<file path="config.mk">
export PLATFORM = sky130hd
export DESIGN_NAME = gate_unit_arbiter
export DESIGN_NICKNAME = d
export VERILOG_FILES = /design/src/rtl/gate_pkg.sv /design/src/rtl/gate_logic_unit.sv /design/src/rtl/gate_unit_arbiter.sv
export SDC_FILE = /design/constraint.sdc
export NUM_CORES = 1
export LEC_CHECK = 0
export ABC_AREA = 0
export CAP_MARGIN = 15
export CORE_MARGIN = 2
export CORE_UTILIZATION = 35
export CTS_CLUSTER_SIZE = 10
export DETAILED_ROUTE_END_ITERATION = 10
export SLEW_MARGIN = 20
export SYNTH_ARGS = -nofsm -noshare
export SYNTH_HDL_FRONTEND = slang
export SYNTH_SLANG_ARGS = --single-unit
</file>
<file path="constraint.sdc">
create_clock -name clk -period 1.3 [get_ports clk]
set_input_delay 0.13 -clock clk [delete_from_list [all_inputs] [get_ports clk]]
set_output_delay 0.13 -clock clk [all_outputs]
set_load 0.005 [all_outputs]
</file>
<file path="src/rtl/gate_pkg.sv">
// Shared opcodes and FSM encoding for the gate-unit arbiter and its logic unit.
package gate_pkg;

    localparam logic [2:0] OP_AND  = 3'd0;
    localparam logic [2:0] OP_OR   = 3'd1;
    localparam logic [2:0] OP_NOTA = 3'd2;
    localparam logic [2:0] OP_NAND = 3'd3;
    localparam logic [2:0] OP_NOR  = 3'd4;
    localparam logic [2:0] OP_XOR  = 3'd5;
    localparam logic [2:0] OP_XNOR = 3'd6;
    localparam logic [2:0] OP_RSVD = 3'd7;

    typedef enum logic [1:0] {
        ST_IDLE = 2'd0,
        ST_EXEC = 2'd1,
        ST_RESP = 2'd2
    } state_t;

endpackage

</file>
<file path="src/rtl/gate_logic_unit.sv">
// Combinational bitwise logic unit; the reserved opcode yields zero with err set.
module gate_logic_unit
    import gate_pkg::*;
#(
    parameter int WIDTH = 8
) (
    input  logic [2:0]       op,
    input  logic [WIDTH-1:0] a,
    input  logic [WIDTH-1:0] b,
    output logic [WIDTH-1:0] y,
    output logic             err
);

    always_comb begin
        y   = '0;
        err = 1'b0;
        case (op)
            OP_AND:  y = a & b;
            OP_OR:   y = a | b;
            OP_NOTA: y = ~a;
            OP_NAND: y = ~(a & b);
            OP_NOR:  y = ~(a | b);
            OP_XOR:  y = a ^ b;
            OP_XNOR: y = ~(a ^ b);
            default: err = 1'b1;
        endcase
    end

endmodule

</file>
<file path="src/rtl/gate_unit_arbiter.sv">
// Round-robin arbiter sharing one gate_logic_unit between two requesters.
//   state | meaning
//   IDLE  | pick a requester, capture its command on handshake
//   EXEC  | evaluate latched command, register the response
//   RESP  | hold response until the consumer accepts it
module gate_unit_arbiter
    import gate_pkg::*;
#(
    parameter int WIDTH = 8
) (
    input  logic             clk,
    input  logic             rst,
    input  logic             req0_valid,
    output logic             req0_ready,
    input  logic [2:0]       req0_op,
    input  logic [WIDTH-1:0] req0_a,
    input  logic [WIDTH-1:0] req0_b,
    input  logic             req1_valid,
    output logic             req1_ready,
    input  logic [2:0]       req1_op,
    input  logic [WIDTH-1:0] req1_a,
    input  logic [WIDTH-1:0] req1_b,
    output logic             rsp_valid,
    input  logic             rsp_ready,
    output logic             rsp_id,
    output logic [WIDTH-1:0] rsp_data,
    output logic             rsp_err
);

    state_t           r_state;
    logic             r_last_grant;
    logic [2:0]       r_cmd_op;
    logic [WIDTH-1:0] r_cmd_a;
    logic [WIDTH-1:0] r_cmd_b;
    logic             r_cmd_id;
    logic             r_rsp_valid;
    logic             r_rsp_id;
    logic [WIDTH-1:0] r_rsp_data;
    logic             r_rsp_err;

    logic             w_idle;
    logic             w_grant_id;
    logic             w_accept;
    logic [WIDTH-1:0] w_y;
    logic             w_err;

    // On a tie the requester that was not served last wins; otherwise the lone valid one.
    assign w_grant_id = (req0_valid & req1_valid) ? ~r_last_grant : req1_valid;
    assign w_idle     = (r_state == ST_IDLE) & ~rst;
    assign req0_ready = w_idle & req0_valid & ~w_grant_id;
    assign req1_ready = w_idle & req1_valid & w_grant_id;
    assign w_accept   = req0_ready | req1_ready;

    gate_logic_unit #(.WIDTH(WIDTH)) u_logic (
        .op  (r_cmd_op),
        .a   (r_cmd_a),
        .b   (r_cmd_b),
        .y   (w_y),
        .err (w_err)
    );

    always_ff @(posedge clk) begin
        if (rst) begin
            r_state      <= ST_IDLE;
            r_last_grant <= 1'b1;
            r_cmd_op     <= '0;
            r_cmd_a      <= '0;
            r_cmd_b      <= '0;
            r_cmd_id     <= 1'b0;
            r_rsp_valid  <= 1'b0;
            r_rsp_id     <= 1'b0;
            r_rsp_data   <= '0;
            r_rsp_err    <= 1'b0;
        end else begin
            case (r_state)
                ST_IDLE: begin
                    if (w_accept) begin
                        r_cmd_id <= w_grant_id;
                        r_cmd_op <= w_grant_id ? req1_op : req0_op;
                        r_cmd_a  <= w_grant_id ? req1_a  : req0_a;
                        r_cmd_b  <= w_grant_id ? req1_b  : req0_b;
                        r_state  <= ST_EXEC;
                    end
                end
                ST_EXEC: begin
                    r_rsp_data  <= w_y;
                    r_rsp_err   <= w_err;
                    r_rsp_id    <= r_cmd_id;
                    r_rsp_valid <= 1'b1;
                    r_state     <= ST_RESP;
                end
                ST_RESP: begin
                    if (rsp_ready) begin
                        r_rsp_valid  <= 1'b0;
                        r_last_grant <= r_rsp_id;
                        r_state      <= ST_IDLE;
                    end
                end
                default: r_state <= ST_IDLE;
            endcase
        end
    end

    assign rsp_valid = r_rsp_valid;
    assign rsp_id    = r_rsp_id;
    assign rsp_data  = r_rsp_data;
    assign rsp_err   = r_rsp_err;

endmodule

</file>
# ---- Yosys cells after proc, flatten, opt, wreduce, memory -nomap -nowiden
# Cells that the tools add are included.
dict set report word_totals {
  mem_count 0
  ramBits 0
  word_cells 56
  latch_bits 0
  regBits 34
  mem_bits_ro 0
}
dict set report op_classes {
  n_addsub 0
  shifts 0
  mul 0
  div 0
  mux 11
  bitwise 17
  eq_ne 10
  magnitude_cmp 0
  n_reduce_logical 8
}
# cell n
set op_table {}
lappend op_table {{one-hot mux 8 bit (7 select lines)} 1}
lappend op_table {{inverter 8 bit} 4}
lappend op_table {{two-way mux 8 bit} 2}
lappend op_table {{equality test 3 bit, second input constant} 3}
lappend op_table {{AND 8 bit} 1}
lappend op_table {{bitwise OR 8 bit} 1}
lappend op_table {{AND reduction 2 bit} 4}
lappend op_table {{bitwise XOR 8 bit} 1}
lappend op_table {{OR reduction 7 bit} 1}
lappend op_table {{AND 1 bit} 6}
lappend op_table {{equality test 3 x 2 -> 1 bit, second input constant} 2}
lappend op_table {{one-hot mux 2 bit (3 select lines)} 1}
lappend op_table {{two-way mux 2 bit} 2}
lappend op_table {{!= test 2 bit, second input constant} 2}
lappend op_table {{equality test 3 x 1 -> 1 bit, second input constant} 1}
lappend op_table {{zero test 3 bit} 1}
lappend op_table {{two-way mux 1 bit} 3}
lappend op_table {{two-way mux 3 bit} 1}
lappend op_table {{inverter 1 bit} 3}
lappend op_table {{equality test 2 x 1 -> 1 bit, second input constant} 1}
lappend op_table {{equality test 2 bit, second input constant} 1}
lappend op_table {{zero test 2 bit} 1}
lappend op_table {{one-hot mux 1 bit (2 select lines)} 1}
lappend op_table {{nonzero test 2 bit} 1}
lappend op_table {{bitwise OR 1 bit} 1}

# ---- Depth between registers and ports, before layout
# Gate-level depths: netlist of the first run.
dict set report logic_depth {
  word_depth 7
  ltp_mapped 7
}

# ---- By module
# From an unflattened synthesis of the first run, not the netlist that was laid out.
dict set report unflattened {
  cells_unflattened 295
  hier_area_um2 2511.2
}
# module cells_each instances area_per_inst_um2
set modules_own_cells {}
lappend modules_own_cells {gate_unit_arbiter 183 1 1710.4}
lappend modules_own_cells {gate_logic_unit 112 1 800.8}

# ---- Worst setup path before layout of the first run
# OpenSTA, ideal clock, no wires.
dict set report synth_timing {
  path_type {register -> register}
  start {reg r_cmd_a[1]}
  end {reg r_rsp_data[1] (netlist: rsp_data[1])}
  path_buffers 0
  required_ps 1178
  slack_ps -38
  path_stages_with_launch 6
  synth_period_minus_slack_ps 1338
  setup_time_ps 122
  t_arrival_ps 1216
  path_cell_list {dfxtp_1 inv_1 ha_1 mux2_2 a211oi_1 o41ai_1}
}
dict set report synth_between {
  elab_chain_cells 3
  elab_cells_between_ends 8
  cone_classes {mux (1); bitwise (7)}
}
# item line
set synth_rtl {}
lappend synth_rtl {{from (decl)} gate_unit_arbiter.sv:33} ;# logic [WIDTH-1:0] r_cmd_a;
lappend synth_rtl {{from (signal assigned)} gate_unit_arbiter.sv:80} ;# r_cmd_a <= w_grant_id ? req1_a : req0_a;
lappend synth_rtl {{bitwise XOR 8 bit, or another cell as far along} {gate_logic_unit.sv:23, gate_logic_unit.sv:24}}
lappend synth_rtl {{inverter 8 bit (on tied branches)} {gate_logic_unit.sv:24, gate_logic_unit.sv:21, gate_logic_unit.sv:22}}
lappend synth_rtl {{one-hot mux 8 bit (7 select lines) (*)} gate_logic_unit.sv:17} ;# case (op)
lappend synth_rtl {{to (signal assigned)} gate_unit_arbiter.sv:86} ;# r_rsp_data <= w_y;
lappend synth_rtl {{to (decl)} gate_unit_arbiter.sv:38} ;# logic [WIDTH-1:0] r_rsp_data;
# Every way passes the cells marked *; elsewhere a longest branch is shown, timed or not.
# A chain may end at the register's enable or synchronous reset.

# ---- Worst setup path in the final report of the first run
dict set report layout_timing {
  start {reg r_cmd_op[1]}
  end {reg r_rsp_data[6] (netlist: rsp_data[6])}
}
dict set report layout_between {
  elab_chain_cells 2
  elab_cells_between_ends 8
  cone_classes {eq/ne (6); mux (1); reduce/logical (1)}
}
# item line
set layout_rtl {}
lappend layout_rtl {{from (decl)} gate_unit_arbiter.sv:32} ;# logic [2:0] r_cmd_op;
lappend layout_rtl {{from (signal assigned)} gate_unit_arbiter.sv:79} ;# r_cmd_op <= w_grant_id ? req1_op : req0_op;
lappend layout_rtl {{equality test 3 bit, or another cell as far along} gate_logic_unit.sv:17}
lappend layout_rtl {{one-hot mux 8 bit (7 select lines) (*)} gate_logic_unit.sv:17}
# Marks and branches as above.

==> results of run 1 <==
[how the worst min path moves through the flow]
stage,end,slack (ns),cells past startpoint
3_5_place_dp,rsp_id,0.46,2
2_1_floorplan,r_state[1],0.32,2
4_1_cts,rsp_id,0.47,2
3_3_place_gp,rsp_id,0.45,2
6_report,rsp_id,0.46,2
5_1_grt,rsp_id,0.49,2
[logic make-up after synthesis]
| logic type | count (synthesis) | synth area share |
|---|---|---|
| flip-flops | 34 | 0.298 |
| adder cells (fa/ha/maj) | 16 | 0.0875 |
| AO/OA/AOI/OAI | 73 | 0.242 |
| buffers and inverters | 40 | 0.0979 |
| multiplexers | 23 | 0.102 |
| AND/OR/NAND/NOR | 79 | 0.173 |
[per-stage QoR]
step / total power [mW] / util
after floorplan: 1.85 / -
after global placement: 2.29 / 0.498
after detailed placement: 2.31 / 0.498
after CTS: 3.54 / 0.604
after global routing: 3.81 / 0.617
final: 3.62 / 0.617
[metal layers]
metal / up-vias / share of wire / GRT usage
li1: 1145 / - / -
met1: 1084 / 0.45 / 0.259
met2: 78 / 0.47 / 0.324
met3: 17 / 0.048 / 0.0457
met4: 0 / 0.028 / 0.0765
met5: - / 0 / 0
[power groups by stage]
stage	logic, mW	clock network (mW)	registers [mW]
6_report	1.55	0.846	1.22
5_1_grt	1.67	0.914	1.23
4_1_cts	1.48	0.851	1.21
3_5_place_dp	1.09	0	1.22
3_3_place_gp	1.08	0	1.22
2_1_floorplan	0.634	0	1.22
[registers in the layout (all words and copies together), names as in the netlist]
signal,count
r_state,2
r_cmd_a,8
r_last_grant,1
rsp_err,1
rsp_data,8
r_cmd_b,8
r_cmd_id,1
rsp_id,1
rsp_valid,1
r_cmd_op,3
[area by class of cell]
| type | count | share of cell area |
|---|---|---|
| Multi-Input combinational cell | 191 | 0.448 |
| Sequential cell | 34 | 0.182 |
| Timing Repair Buffer | 113 | 0.305 |
| Tap cell | 77 | 0.0246 |
| Clock inverter | 1 | 0.00128 |
| Inverter | 18 | 0.0172 |
| Clock buffer | 7 | 0.0220 |
[synthesized netlist by cell type (2+ instances only)]
cell / count / share of area
nor2_1: 35 / 0.057
dfxtp_1: 34 / 0.30
a211oi_1: 25 / 0.082
mux2i_1: 21 / 0.092
inv_1: 18 / 0.030
nand2_1: 18 / 0.030
ha_1: 16 / 0.088
and3b_1: 11 / 0.042
a21oi_1: 8 / 0.018
buf_2: 8 / 0.018
o21ai_0: 8 / 0.018
o21a_1: 7 / 0.023
buf_4: 6 / 0.020
o221ai_1: 5 / 0.019
buf_6: 4 / 0.020
o21ai_1: 4 / 0.0088
a211oi_2: 3 / 0.016
a221oi_1: 3 / 0.011
clkbuf_1: 3 / 0.0049
nand2b_1: 3 / 0.0082
nand3_1: 3 / 0.0066
a221oi_2: 2 / 0.013
mux2_2: 2 / 0.0098
nor2b_1: 2 / 0.0055
o221a_1: 2 / 0.0098
o41ai_1: 2 / 0.0077
[critical path: stages (launching register included)]
cell and delay (ns):
dfxtp_2 0.35, buf_12 0.17, and3b_1 0.21, a211oi_2 0.26, o21ai_2 0.12, a221oi_2 0.21
[timing repair]
| action | CTS | global route |
|---|---|---|
| cloned | 8 | 1 |
| resized for setup | 86 | 47 |
| buffers inserted | 15 | 1 |
| hold buffers | 0 | 0 |
| pin swaps | 36 | 23 |
| endpoints found under the hold margin | 0 | 0 |
| endpoints found under the setup margin | 29 | 31 |
==> results.cfg, run 1 <==
[clock_tree]
htreeDepth = 2
clk_path_buf_depth = 2
cts_buffers = 5
path_clk_slew_ns = 0.08
cts-root-buf = clkbuf_8
clk-insertion-delay-late_ns = 0.29
cts.sink_count = 34
cts_tree = done

[run_status]
violations = setup timing
outcome = complete, but fails checks

[flow_run]
maxCapViolCount = 0

[timing]
finalCriticalPeriod_ns = 1.41
finalHoldWorstSlack_ns = 0.459
setup_viol = 18
max_freq_mhz = 711
final_hold_viol_count = 0
relSlewSlack = 0.677
fin_ws_ns = -0.107
max_slew.worst_pin.slew_ns = 0.485
finalCritPeriodShare = 1.08
setup_tns_ns = -1.01
skew_ns = 0.0104
rsz0062_at_grt = yes
final_max_slew_viol_count = 0

[grt]
grt_pass1_wl_um = 11400
grt.overflow.total = 0
grtUsageTotal = 0.200
grt_max_degree = 33
grt_pass1_vias = 2306
antenna_found_initial = 0

[die]
row_count = 29
core_area_um2 = 6350
initial_core_util = 0.360
fp.dieW_um = 84.8
die_area_um2 = 7200
io_pins = 56
die_h_um = 84.8

[placed_design]
place_hpwl_um = 3870
pre_cts_ws_ns = -0.306
gp_congestion = 0.746
dpl_cell_area_um2 = 3160
place_inst = 416
io_buffers = 55

[synthesis]
synth_edf_count = 0
synthCells = 265
syn-cell-area_um2 = 2290
syn_avg_cell_area_um2 = 8.63
synth_nets = 324
synth_async_sr_flop_share = 0
ys.flop_type = dfxtp_1
synth_seq_area_share = 0.298
ys_types = 38
ys_seq_elements = 34
yosysWarnings = 0

[drt]
drc_errors = 0
firstDrtPassIters = 7
via_per_inst = 5.27
wl_per_cell_um = 16.1
wl_um = 7080
dr_total_vias = 2324
antenna_left = 0
drt_iter0_markers = 137

[worst_setup_path]
critical_path.max_fanout = 24
r2r_start = r_cmd_op[1]
crit_end = rsp_data[6]
startpoint = r_cmd_op[1]
r2r_cells = 5
arrival_ns = 1.61
crit_path_start_kind = flop
r2r-end = rsp_data[6]
reg2reg_slack_ns = -0.11
cp-end-kind = flop
worstSetupPathType = reg2reg
crit_required_ns = 1.51

[pwr]
leakagePower_nw = 1.54
pwr_density_cell_nw_per_um2 = 923
ir_worst_vdd_mv = 0.700
combPwrFrac = 0.430
clkPwrFrac = 0.234
internal_power_mw = 2.43
switching_share = 0.328
switching_power_mw = 1.18
seqPwrFrac = 0.336

[final_layout]
fin_area_um2 = 3920
multi_input_area_um2 = 1750
n_fill_cell = 511
syn_to_final_growth_pct = 71.3
layout_common_cells = clkdlybuf4s50_1 (50), nor2_1 (33), buf_4 (33), a211oi_2 (23), dfxtp_2 (20)
fin_cells = 441
diodes = 0
drive_gt1_frac = 0.437
final_common_cell = clkdlybuf4s50_1
regArea_um2 = 713
final_nets = 422

[hold_path]
min_path_type = reg2reg
min_from = r_cmd_id
(Power assumes the default switching activity.)
==> run 2: changes to the inputs <==
Settings changed: CTS_CLUSTER_SIZE 10 to not set, PLACE_DENSITY set to 0.7.
==> run 2 against run 1 <==
The run still ends with setup timing left. Core utilization increased by 5.0 points. Power up 12%. Clock power increased by 14%. Count of clock-buffer cells in the layout is the same. Die area did not move. Critical endpoint is now r_cmd_b[3].
==> results.cfg, run 2 (same netlist as run 1, synthesis figures left out) <==
[final_layout]
layout_common_cells = clkdlybuf4s50_1 (51), buf_4 (32), a211oi_2 (25), nor2_1 (20), dfxtp_2 (17)
drive_gt1_frac = 0.518
n_fill_cell = 440
final_nets = 423
syn_to_final_growth_pct = 85.1
final_common_cell = clkdlybuf4s50_1
diodes = 0

[timing]
setup_viol = 28
final_max_slew_viol_count = 0
final_hold_viol_count = 0
finalCritPeriodShare = 1.11
finalHoldWorstSlack_ns = 0.464
rsz0062_at_grt = yes
fin_ws_ns = -0.144
skew_ns = 0.0143
max_freq_mhz = 693
max_slew.worst_pin.slew_ns = 0.496
setup_tns_ns = -2.76
finalCriticalPeriod_ns = 1.44
relSlewSlack = 0.670

[drt]
drc_errors = 0
antenna_left = 0
wl_um = 8470
firstDrtPassIters = 4
wl_per_cell_um = 19.2
drt_iter0_markers = 178
via_per_inst = 5.56
dr_total_vias = 2459

[clock_tree]
clk_path_buf_depth = 2
cts-root-buf = clkbuf_8
clk-insertion-delay-late_ns = 0.29
cts_buffers = 5
cts_tree = done
cts_hold_buf = 0
htreeDepth = 2
cts.sink_count = 34
path_clk_slew_ns = 0.07

[die]
die_area_um2 = 7200
core_area_um2 = 6350
initial_core_util = 0.360
fp.dieW_um = 84.8
io_pins = 56
die_h_um = 84.8
row_count = 29

[worst_setup_path]
worstSetupPathType = reg2reg
cp-end-kind = flop
path_common_cell = buf_12
r2r-end = r_cmd_b[3]
path_cells = nor3_4 > buf_6 > o21a_4 > buf_12 > buf_16 > buf_12 > a211oi_2
critical_path.max_fanout = 5
crit_required_ns = 1.46
crit_end = r_cmd_b[3]
r2r_cells = 7
critPathSlowestCell = dfxtp_2
arrival_ns = 1.61
reg2reg_slack_ns = -0.14
max_stage_delay_ns = 0.34
r2r_start = r_state[1]
startpoint = r_state[1]
crit_path_start_kind = flop

[placed_design]
gp_congestion = 0.772
pre_cts_ws_ns = -0.319
place_hpwl_um = 3960
io_buffers = 55

[grt]
grtUsageTotal = 0.237
antenna_found_initial = 0
grt.overflow.total = 0
grt_pass1_vias = 2585
grt_pass1_wl_um = 13300
grt_max_degree = 33

[flow_run]
maxCapViolCount = 0

[run_status]
outcome = complete, but fails checks
violations = setup timing

[pwr]
power.total_mw = 4.03
pwr_density_cell_nw_per_um2 = 953
ir_worst_vdd_mv = 0.676
leakagePower_nw = 1.59

[hold_path]
min_path_type = reg2reg
==> run 2: report_power, final <==
group	internal (mW)	total (mW)	switching, mW
clock	0.574	0.968	0.394
combinational	0.994	1.83	0.840
sequential	1.15	1.23	0.0854
total	2.71	4.03	1.32
==> run 2: metal layers <==
metal  track usage  vias to the layer above  share of wire
met3        0.0564                       22          0.058
met2         0.410                       94           0.51
met5             0                        -              0
met1         0.279                     1193           0.40
met4         0.104                        0          0.035
li1              -                     1150              -
==> run 2: worst min path at each step <==
stage                     startpoint         end  slack [ns]  cells after the start
after floorplan            rsp_ready  r_state[1]        0.32                      2
after global placement      r_cmd_id      rsp_id        0.45                      2
after detailed placement    r_cmd_id      rsp_id        0.46                      2
after CTS                   r_cmd_id      rsp_id        0.47                      2
after global routing        r_cmd_id      rsp_id        0.49                      2
final                       r_cmd_id      rsp_id        0.46                      2
==> run 2: per-stage QoR <==
step | std cells | utilization | area (um^2)
floorplan | 265 | - | 2300
global placement | 409 | 0.490 | 3110
detailed placement | 409 | 0.490 | 3110
CTS | 441 | 0.646 | 4100
global route | 442 | 0.667 | 4230
finish | 442 | 0.667 | 4230
==> run 2: final cells by class <==
type	instances	area (um^2)	share of cell area
clock buffers	7	76.3	0.0180
clock inverters	1	30.0	0.00709
inverters	18	67.6	0.0160
multi-input cells	191	1950	0.460
flip-flops and latches	34	717	0.169
well taps	77	96.3	0.0228
repair buffers	114	1300	0.307
==> run 2: worst max-delay path, delay by kind of cell, from the launching register on <==
kind | cells | cell delay [ns]
AND/OR/NAND/NOR | 1 | 0.18
AO/OA/AOI/OAI | 2 | 0.25
buffers and inverters | 4 | 0.53
flip-flops | 1 | 0.34
==> run 2: timing repair <==
action,CTS,global route
resized for setup,136,35
endpoints found under the setup margin,29,31
pin swaps,43,18
endpoints found under the hold margin,0,0
setup buffers,17,3
cloned,8,1
